==> config.mk <==
export PLATFORM = sky130hd
export DESIGN_NAME = conv3x3_engine_flat
export DESIGN_NICKNAME = d
export VERILOG_FILES = /design/src/rtl/conv3x3_engine_if.sv /design/src/rtl/conv3x3_engine.sv /design/src/flat_wrapper.sv
export SDC_FILE = /design/constraint.sdc
export NUM_CORES = 1
export LEC_CHECK = 0
export CAP_MARGIN = 30
export CORE_ASPECT_RATIO = 0.75
export CORE_MARGIN = 4
export CORE_UTILIZATION = 25
export DETAILED_ROUTE_END_ITERATION = 7
export PLACE_DENSITY = 0.4
export SETUP_SLACK_MARGIN = 0.3
export SYNTH_ARGS = -nofsm -noshare
export SYNTH_HDL_FRONTEND = slang
export SYNTH_SLANG_ARGS = --single-unit
==> constraint.sdc <==
create_clock -name clk -period 5.45 [get_ports clk]
set_input_delay 0.8175 -clock clk [delete_from_list [all_inputs] [get_ports clk]]
set_output_delay 0.8175 -clock clk [all_outputs]
set_load 0.01 [all_outputs]
==> src/rtl/conv3x3_engine_if.sv <==
// Window/coefficient/pixel bus of the 3x3 convolution engine.
// The master side feeds windows and kernel writes; the slave side is the engine.
interface conv3x3_engine_if;
   logic [35:0] window_in;
   logic        window_valid;
   logic        coef_we;
   logic [3:0]  coef_addr;
   logic [3:0]  coef_data;
   logic [3:0]  pix_out;
   logic        pix_valid;
   logic        last_col;
   logic        frame_done;

   modport master (
      output window_in, window_valid, coef_we, coef_addr, coef_data,
      input  pix_out, pix_valid, last_col, frame_done
   );

   modport slave (
      input  window_in, window_valid, coef_we, coef_addr, coef_data,
      output pix_out, pix_valid, last_col, frame_done
   );
endinterface

==> src/rtl/conv3x3_engine.sv <==
// 3-stage pipelined 3x3 convolution with loadable signed kernel, shift/saturate
// normaliser and output position tracking. Define CONV_ABS_EN for |sum| output.
module conv3x3_engine #(
   parameter int WIDTH  = 400,
   parameter int ROWS   = 398,
   parameter int SHIFT  = 3,
   parameter int DATA_W = 4,
   parameter int COEF_W = 4
) (
   input  logic clk,
   input  logic reset,
   conv3x3_engine_if.slave bus
);
   localparam int PROD_W = 9;
   localparam int SUM_W  = 13;
   localparam int CW     = (WIDTH > 1) ? $clog2(WIDTH) : 1;
   localparam int RW     = (ROWS > 1) ? $clog2(ROWS) : 1;

   logic signed [COEF_W-1:0] coef [9];
   logic signed [PROD_W-1:0] prod_p1 [9];
   logic                     vld_p1;
   logic signed [SUM_W-1:0]  sum_acc;
   logic signed [SUM_W-1:0]  sum_p2;
   logic                     vld_p2;
   logic [DATA_W-1:0]        pix_p3;
   logic                     vld_p3;
   logic                     last_p3;
   logic                     done_p3;
   logic [CW-1:0]            col;
   logic [RW-1:0]            row;
   logic                     at_last_col;
   logic                     at_last_row;

   // Unsigned pixel times signed coefficient, both widened to the product width.
   function automatic logic signed [PROD_W-1:0] mul_pix(input logic [DATA_W-1:0] p,
                                                        input logic signed [COEF_W-1:0] k);
      logic signed [PROD_W-1:0] pe;
      logic signed [PROD_W-1:0] ke;
      pe = {{(PROD_W-DATA_W){1'b0}}, p};
      ke = {{(PROD_W-COEF_W){k[COEF_W-1]}}, k};
      return pe * ke;
   endfunction

   function automatic logic [DATA_W-1:0] norm_sat(input logic signed [SUM_W-1:0] sum);
      logic signed [SUM_W-1:0] s;
`ifdef CONV_ABS_EN
      s = (sum < 0) ? -sum : sum;
      s = s >>> SHIFT;
`else
      s = sum >>> SHIFT;
`endif
      if (s < 0)
         return '0;
      else if (s > 15)
         return 4'd15;
      else
         return s[DATA_W-1:0];
   endfunction

   // Kernel registers: box kernel after reset, writes to indices 9..15 dropped.
   always_ff @(posedge clk) begin
      if (reset) begin
         for (int i = 0; i < 9; i++) coef[i] <= 4'sd1;
      end else if (bus.coef_we) begin
         for (int i = 0; i < 9; i++)
            if (bus.coef_addr == 4'(i)) coef[i] <= $signed(bus.coef_data);
      end
   end

   // Stage 1: nine products
   always_ff @(posedge clk) begin
      for (int i = 0; i < 9; i++)
         prod_p1[i] <= mul_pix(bus.window_in[35-4*i -: 4], coef[i]);
   end

   always_comb begin
      sum_acc = '0;
      for (int i = 0; i < 9; i++)
         sum_acc = sum_acc + {{(SUM_W-PROD_W){prod_p1[i][PROD_W-1]}}, prod_p1[i]};
   end

   // Stage 2: adder tree
   always_ff @(posedge clk) begin
      sum_p2 <= sum_acc;
   end

   assign at_last_col = (col == CW'(WIDTH - 1));
   assign at_last_row = (row == RW'(ROWS - 1));

   // Stage 3: normalise, saturate, tag with position taken before the counter step
   always_ff @(posedge clk) begin
      if (reset) begin
         vld_p1  <= 1'b0;
         vld_p2  <= 1'b0;
         vld_p3  <= 1'b0;
         pix_p3  <= '0;
         last_p3 <= 1'b0;
         done_p3 <= 1'b0;
         col     <= '0;
         row     <= '0;
      end else begin
         vld_p1  <= bus.window_valid;
         vld_p2  <= vld_p1;
         vld_p3  <= vld_p2;
         pix_p3  <= norm_sat(sum_p2);
         last_p3 <= vld_p2 && at_last_col;
         done_p3 <= vld_p2 && at_last_col && at_last_row;
         if (vld_p2) begin
            if (at_last_col) begin
               col <= '0;
               row <= at_last_row ? '0 : row + 1'b1;
            end else begin
               col <= col + 1'b1;
            end
         end
      end
   end

   assign bus.pix_out    = pix_p3;
   assign bus.pix_valid  = vld_p3;
   assign bus.last_col   = last_p3;
   assign bus.frame_done = done_p3;
endmodule

==> src/flat_wrapper.sv <==
// flat-port wrapper written by rule: the top's interface ports become plain ports
module conv3x3_engine_flat 
#(
   parameter int WIDTH  = 400,
   parameter int ROWS   = 398,
   parameter int SHIFT  = 3,
   parameter int DATA_W = 4,
   parameter int COEF_W = 4
)
  (clk, reset, bus_window_in, bus_window_valid, bus_coef_we, bus_coef_addr, bus_coef_data, bus_pix_out, bus_pix_valid, bus_last_col, bus_frame_done);
  conv3x3_engine_if bus_i ();
  input  logic clk;
  input  logic reset;
  input wire logic [$bits(bus_i.window_in)-1:0] bus_window_in;
  input wire logic [$bits(bus_i.window_valid)-1:0] bus_window_valid;
  input wire logic [$bits(bus_i.coef_we)-1:0] bus_coef_we;
  input wire logic [$bits(bus_i.coef_addr)-1:0] bus_coef_addr;
  input wire logic [$bits(bus_i.coef_data)-1:0] bus_coef_data;
  output wire logic [$bits(bus_i.pix_out)-1:0] bus_pix_out;
  output wire logic [$bits(bus_i.pix_valid)-1:0] bus_pix_valid;
  output wire logic [$bits(bus_i.last_col)-1:0] bus_last_col;
  output wire logic [$bits(bus_i.frame_done)-1:0] bus_frame_done;
  assign bus_i.window_in = bus_window_in;
  assign bus_i.window_valid = bus_window_valid;
  assign bus_i.coef_we = bus_coef_we;
  assign bus_i.coef_addr = bus_coef_addr;
  assign bus_i.coef_data = bus_coef_data;
  assign bus_pix_out = bus_i.pix_out;
  assign bus_pix_valid = bus_i.pix_valid;
  assign bus_last_col = bus_i.last_col;
  assign bus_frame_done = bus_i.frame_done;
  conv3x3_engine #(.WIDTH(WIDTH), .ROWS(ROWS), .SHIFT(SHIFT), .DATA_W(DATA_W), .COEF_W(COEF_W)) u_core (.clk(clk), .reset(reset), .bus(bus_i));
endmodule
Word level (Yosys, flattened, before mapping). Memory sizes are Yosys's and may differ from the RTL's. Cells that the tools add are included.

Bits of input ports: 48. Word-level logic and storage cells: 106. Flip-flop bits (word level): 40. RAM bits: 117. Memories kept: 2.

Memory list: u_core.prod_p1 (words 9, bits a word 9, rd ports 9, clocked after memory_dff 0, wr ports 9, line conv3x3_engine.sv:20) `logic signed [PROD_W-1:0] prod_p1 [9];`; u_core.coef (words 9, bits a word 4, rd ports 9, clocked after memory_dff 0, wr ports 9, line conv3x3_engine.sv:19) `logic signed [COEF_W-1:0] coef [9];`.

Bitwise gates (word level): 9. Add/sub/neg operators: 10. Muxes and demuxes: 50. Reduce and logical (&&, ||, !) cells: 5. Order comparisons: 2. $mul: 9. Equality and inequality tests: 10.

Operator list (number): adder 13 bit (7); multiplier 5 x 4 -> 9 bit (9); two-way mux 4 bit (10); two-way mux 1 bit (38); adder 9 x 1 -> 9 bit, second input constant (2); equality test 9 bit, second input constant (2); two-way mux 9 bit (2); equality test 4 x 3 -> 1 bit, second input constant (4); adder 9 x 9 -> 10 bit (1); greater-than comparator 10 x 5 -> 1 bit, second input constant (1); < comparator 10 x 1 -> 1 bit, second input constant (1); bitwise OR 1 bit (9); equality test 4 x 2 -> 1 bit, second input constant (2); equality test 4 x 1 -> 1 bit, second input constant (1); equality test 4 bit, second input constant (1); logical NOT 4 bit (1); logical AND 1 bit (2); AND reduction 2 bit (1); OR reduction 2 bit (1).

Longest topological paths before layout.
Depth in word-level cells: 8. Gate-level depth with buffers: 20.

Worst setup path before layout. OpenSTA, ideal clock, no wires.

Kind: flip-flop to flip-flop. From: memory u_core.prod_p1[0][0]. To: register u_core.sum_p2[11]. Stages on the path, launching flop included: 20. Path buffers: 0. Arrival: 4881 ps. Required time: 5378 ps. Slack: 497 ps. Library setup time: 72 ps. Cells stage by stage: dfxtp_1 ha_1 inv_1 fa_1 nor2b_1 o21ai_0 nor2b_1 xnor2_1 fa_1 inv_1 fa_1 fa_1 fa_1 inv_1 ha_1 and3_1 a221oi_1 o21bai_1 a31oi_1 xnor2_1.

RTL lines: start, declared (line conv3x3_engine.sv:20); end signal, assigned (line conv3x3_engine.sv:84) `sum_p2 <= sum_acc;`; end, declared (line conv3x3_engine.sv:23) `logic signed [SUM_W-1:0] sum_p2;`.

==> flow_metrics.tcl <==
set metrics [dict create \
    status "finished, final reports clean" \
    reg2regPathDepth 19 \
    max-cap-violations 0 \
    grt_remaining_overflow 0 \
    critPathCaptureType "register" \
    timing.clock.skew_ns 0.0110 \
    placement.io_buffers 54 \
    cp_slowest_stage_delay_ns 0.55 \
    timing.hold.worst.start "u_core.vld_p1" \
    postCtsHoldBufs 0 \
    initial_core_util_pct 25.6 \
    commonest_cells_after_routing_fill_and_taps_aside "237 x sky130_fd_sc_hd__inv_1, 172 x sky130_fd_sc_hd__ha_1, 118 x sky130_fd_sc_hd__dfxtp_1, 105 x sky130_fd_sc_hd__fa_1, 78 x sky130_fd_sc_hd__and2_1" \
    drcViolationCount 0 \
    timing.critical_path.cells "ha_2 > inv_1 > fa_2 > nor2b_2 > o21ai_2 > nor2b_2 > xnor2_2 > fa_1 > inv_1 > fa_1 > fa_1 > fa_1 > inv_1 > ha_4 > and3_4 > a221oi_4 > o21bai_2 > a31oi_1 > xnor2_1" \
    rows 66 \
    max_slew_margin_vs_limit_pct 39.7 \
    timing.reg2reg.setup_slack_ns 0.53 \
    finalCriticalPeriod_ns 4.92 \
    placed_cells_incl_taps 1723 \
    min_period_over_period_pct 90.2 \
    slew_violations 0 \
    most_common_cell_after_layout_fill_and_taps_aside "sky130_fd_sc_hd__inv_1" \
    synth-async-reset-ratio_pct 0 \
    primary_flip_flop_cell_chosen_by_synthesis_mapping "sky130_fd_sc_hd__dfxtp_1" \
    drt_first_pass_iters 4 \
    r2r_end "u_core.sum_p2[11]" \
    worstMarginPinSlew_ns 0.905 \
    worstSetupPathType "reg -> reg" \
    worst_path_most_repeated_cell "sky130_fd_sc_hd__fa_1" \
    worst_ep_arrival_time_ns 5.29 \
    synth.yosys.seq_area_share_pct 30.6 \
    io-pin-count 55 \
    global_route.usage.total_pct 10.9 \
    syn_to_final_growth_pct 17.9 \
    timing.critical_path.required_ns 5.82 \
    clock-root-buffer "sky130_fd_sc_hd__clkbuf_16" \
    timing.critical_path.fanout_max 4 \
    multiInputGateArea_mm2 0.00705 \
    final.fill_count 4634 \
    finalNetCount 1495 \
    mappedNetlistArea_mm2 0.0112 \
    crit_path_top_delay_cell "sky130_fd_sc_hd__fa_1" \
    area_fraction_of_the_dominant_cell_type_after_synthesis_pct 21.0 \
    postSynthCellCount 1093 \
    num_vias 6975 \
    die_area_mm2 0.0485 \
    grt_pass1_vias 7351 \
    routabilityCongestion 0.750 \
    post_drt_wl_per_cell_um 14.0 \
    syn_nets 1424 \
    drive_gt1_share_pct 5.52 \
    antenna_cells 0 \
    cts_sinks 154 \
    wire_length_of_the_first_global_routing_pass_um 40300 \
    synth_enable_flop_cells 36 \
    synth_cell_types 38 \
    clock_path_buffers 2 \
    detailedPlacementHpwl_um 20300 \
    worst_hold_path_stage_count 1 \
    antenna_violations_before_repair 0 \
    finalSetupViolations 0 \
    synth_seq_cells 154 \
    maximum_number_of_pins_on_one_net_before_global_route_repair 19 \
    drt-initial-drc-count 229 \
    crit-reg2reg-launch "u_core.prod_p1[0][0]" \
    timing.hold.worst.class "reg -> reg" \
    syn-mean-instance-area_um2 10.3 \
    tns_ns 0 \
    hold_viol 0 \
    clkSlewWorstSetupHoldPaths_ns 0.07 \
    synth_warnings 0 \
    unrepaired_setup_endpoints_after_global_routing "true" \
    synth_area_leaders "sky130_fd_sc_hd__dfxtp_1 21%, sky130_fd_sc_hd__ha_1 20%, sky130_fd_sc_hd__fa_1 19%, sky130_fd_sc_hd__edfxtp_1 9.6%, sky130_fd_sc_hd__inv_1 7.9%" \
    cts_tree "done" \
    layout.area.seq_mm2 0.00344 \
    worst_hold_path.endpoint "u_core.vld_p2" \
    design.core.area_mm2 0.0439 \
    critical_path.startpoint_type "register" \
    floorplan.die.width_um 253 \
    fmax_mhz 203 \
    clock_tree.htree_level_count 4 \
    postRouteAntennaNets 0 \
    cts_buffers 17 \
    routed_wl_um 24600 \
    clk_latency_ns 0.44 \
    yosysTopAreaCell "sky130_fd_sc_hd__dfxtp_1" \
    layoutNonFillerInstCount 1755 \
    vias_per_cell 3.97 \
    chipHeight_um 192 \
]
==> registers in the layout, summed over array words and instances, names as in the netlist <==
name	cells
u_core.bus.pix_valid	1
u_core.coef	36
u_core.vld_p1	1
u_core.bus.pix_out	4
u_core.prod_p1	81
u_core.bus.last_col	1
u_core.row	9
u_core.sum_p2	10
u_core.col	9
u_core.bus.frame_done	1
u_core.vld_p2	1
==> worst max-delay path, delay by kind of cell (launching register included) <==
kind / cells / cell delay (ns)
AO/OA/AOI/OAI: 4 / 0.70
XOR/XNOR: 2 / 0.28
adder cells (fa/ha/maj): 7 / 2.91
buffers and inverters: 3 / 0.19
flip-flops: 1 / 0.33
AND/OR/NAND/NOR: 3 / 0.46
==> layout make-up <==
type	instances	area share [%]
Clock inverter	15	1.23
Timing Repair Buffer	55	4.28
Multi-Input combinational cell	699	53.2
Inverter	237	6.71
Clock buffer	17	3.21
Sequential cell	154	26.0
Tap cell	578	5.45
==> metal layers <==
layer,wire (µm),vias up,track usage (%)
met2,9440,59,14.5
met5,0,-,0
met1,14400,3312,17.5
met3,608,16,2.17
li1,-,3588,-
met4,242,0,2.48
==> kinds of logic (layout without fill, tap and decap cells) <==
group / Yosys count / in the layout / share of synthesized area [%]
buffers and inverters: 240 / 324 / 8.01
AND/OR/NAND/NOR: 246 / 246 / 11.5
flip-flops: 154 / 154 / 30.6
XOR/XNOR: 67 / 67 / 5.22
AO/OA/AOI/OAI: 101 / 101 / 5.89
adder cells (fa/ha/maj): 283 / 283 / 38.6
multiplexers: 2 / 2 / 0.178
==> per-stage QoR <==
step                      setup WS (ns)  util (%)  hold slack, ns  instance area, µm²
final                             0.531      30.2           0.441               13300
after global routing              0.298      30.2           0.467               13300
after CTS                         0.337      29.9           0.448               13100
after detailed placement          0.141      28.5           0.431               12500
after global placement            0.174      28.4           0.422               12500
after floorplan                   0.497         -           0.414               11200
==> worst max path at each step <==
stage	from	end	cells past startpoint	slack [ns]
2_1_floorplan	u_core.prod_p1[0][0]	u_core.sum_p2[11]	19	0.50
3_3_place_gp	u_core.prod_p1[0][0]	u_core.sum_p2[11]	19	0.17
3_5_place_dp	u_core.prod_p1[0][0]	u_core.sum_p2[11]	19	0.14
4_1_cts	u_core.prod_p1[0][0]	u_core.sum_p2[12]	20	0.34
5_1_grt	u_core.prod_p1[0][1]	u_core.sum_p2[12]	19	0.30
6_report	u_core.prod_p1[0][0]	u_core.sum_p2[11]	19	0.53
==> Yosys cell counts, drive strengths merged (3+ instances only) <==
| cell | count |
|---|---|
| xnor2 | 63 |
| nand4 | 3 |
| clkbuf | 3 |
| inv | 237 |
| a31o | 3 |
| and2 | 78 |
| nand2 | 44 |
| edfxtp | 36 |
| nand2b | 16 |
| o21a | 5 |
| dfxtp | 118 |
| a21oi | 35 |
| fa | 106 |
| nand3 | 8 |
| nor2 | 59 |
| ha | 177 |
| xor2 | 4 |
| nor3 | 13 |
| or3 | 3 |
| nor2b | 11 |
| a21o | 29 |
| and3 | 4 |
| o21bai | 13 |
| o21ai | 7 |
| nor3b | 3 |
==> repair_timing <==
item,in CTS,in global routing
gates resized for setup,3,25
gates cloned,0,0
setup endpoints to repair,3,6
setup buffers,0,0
pin swaps,0,9
Power is left out: the tool's default activity adds up to more than one toggle a clock period on the data nets, which glitch-free logic cannot reach.
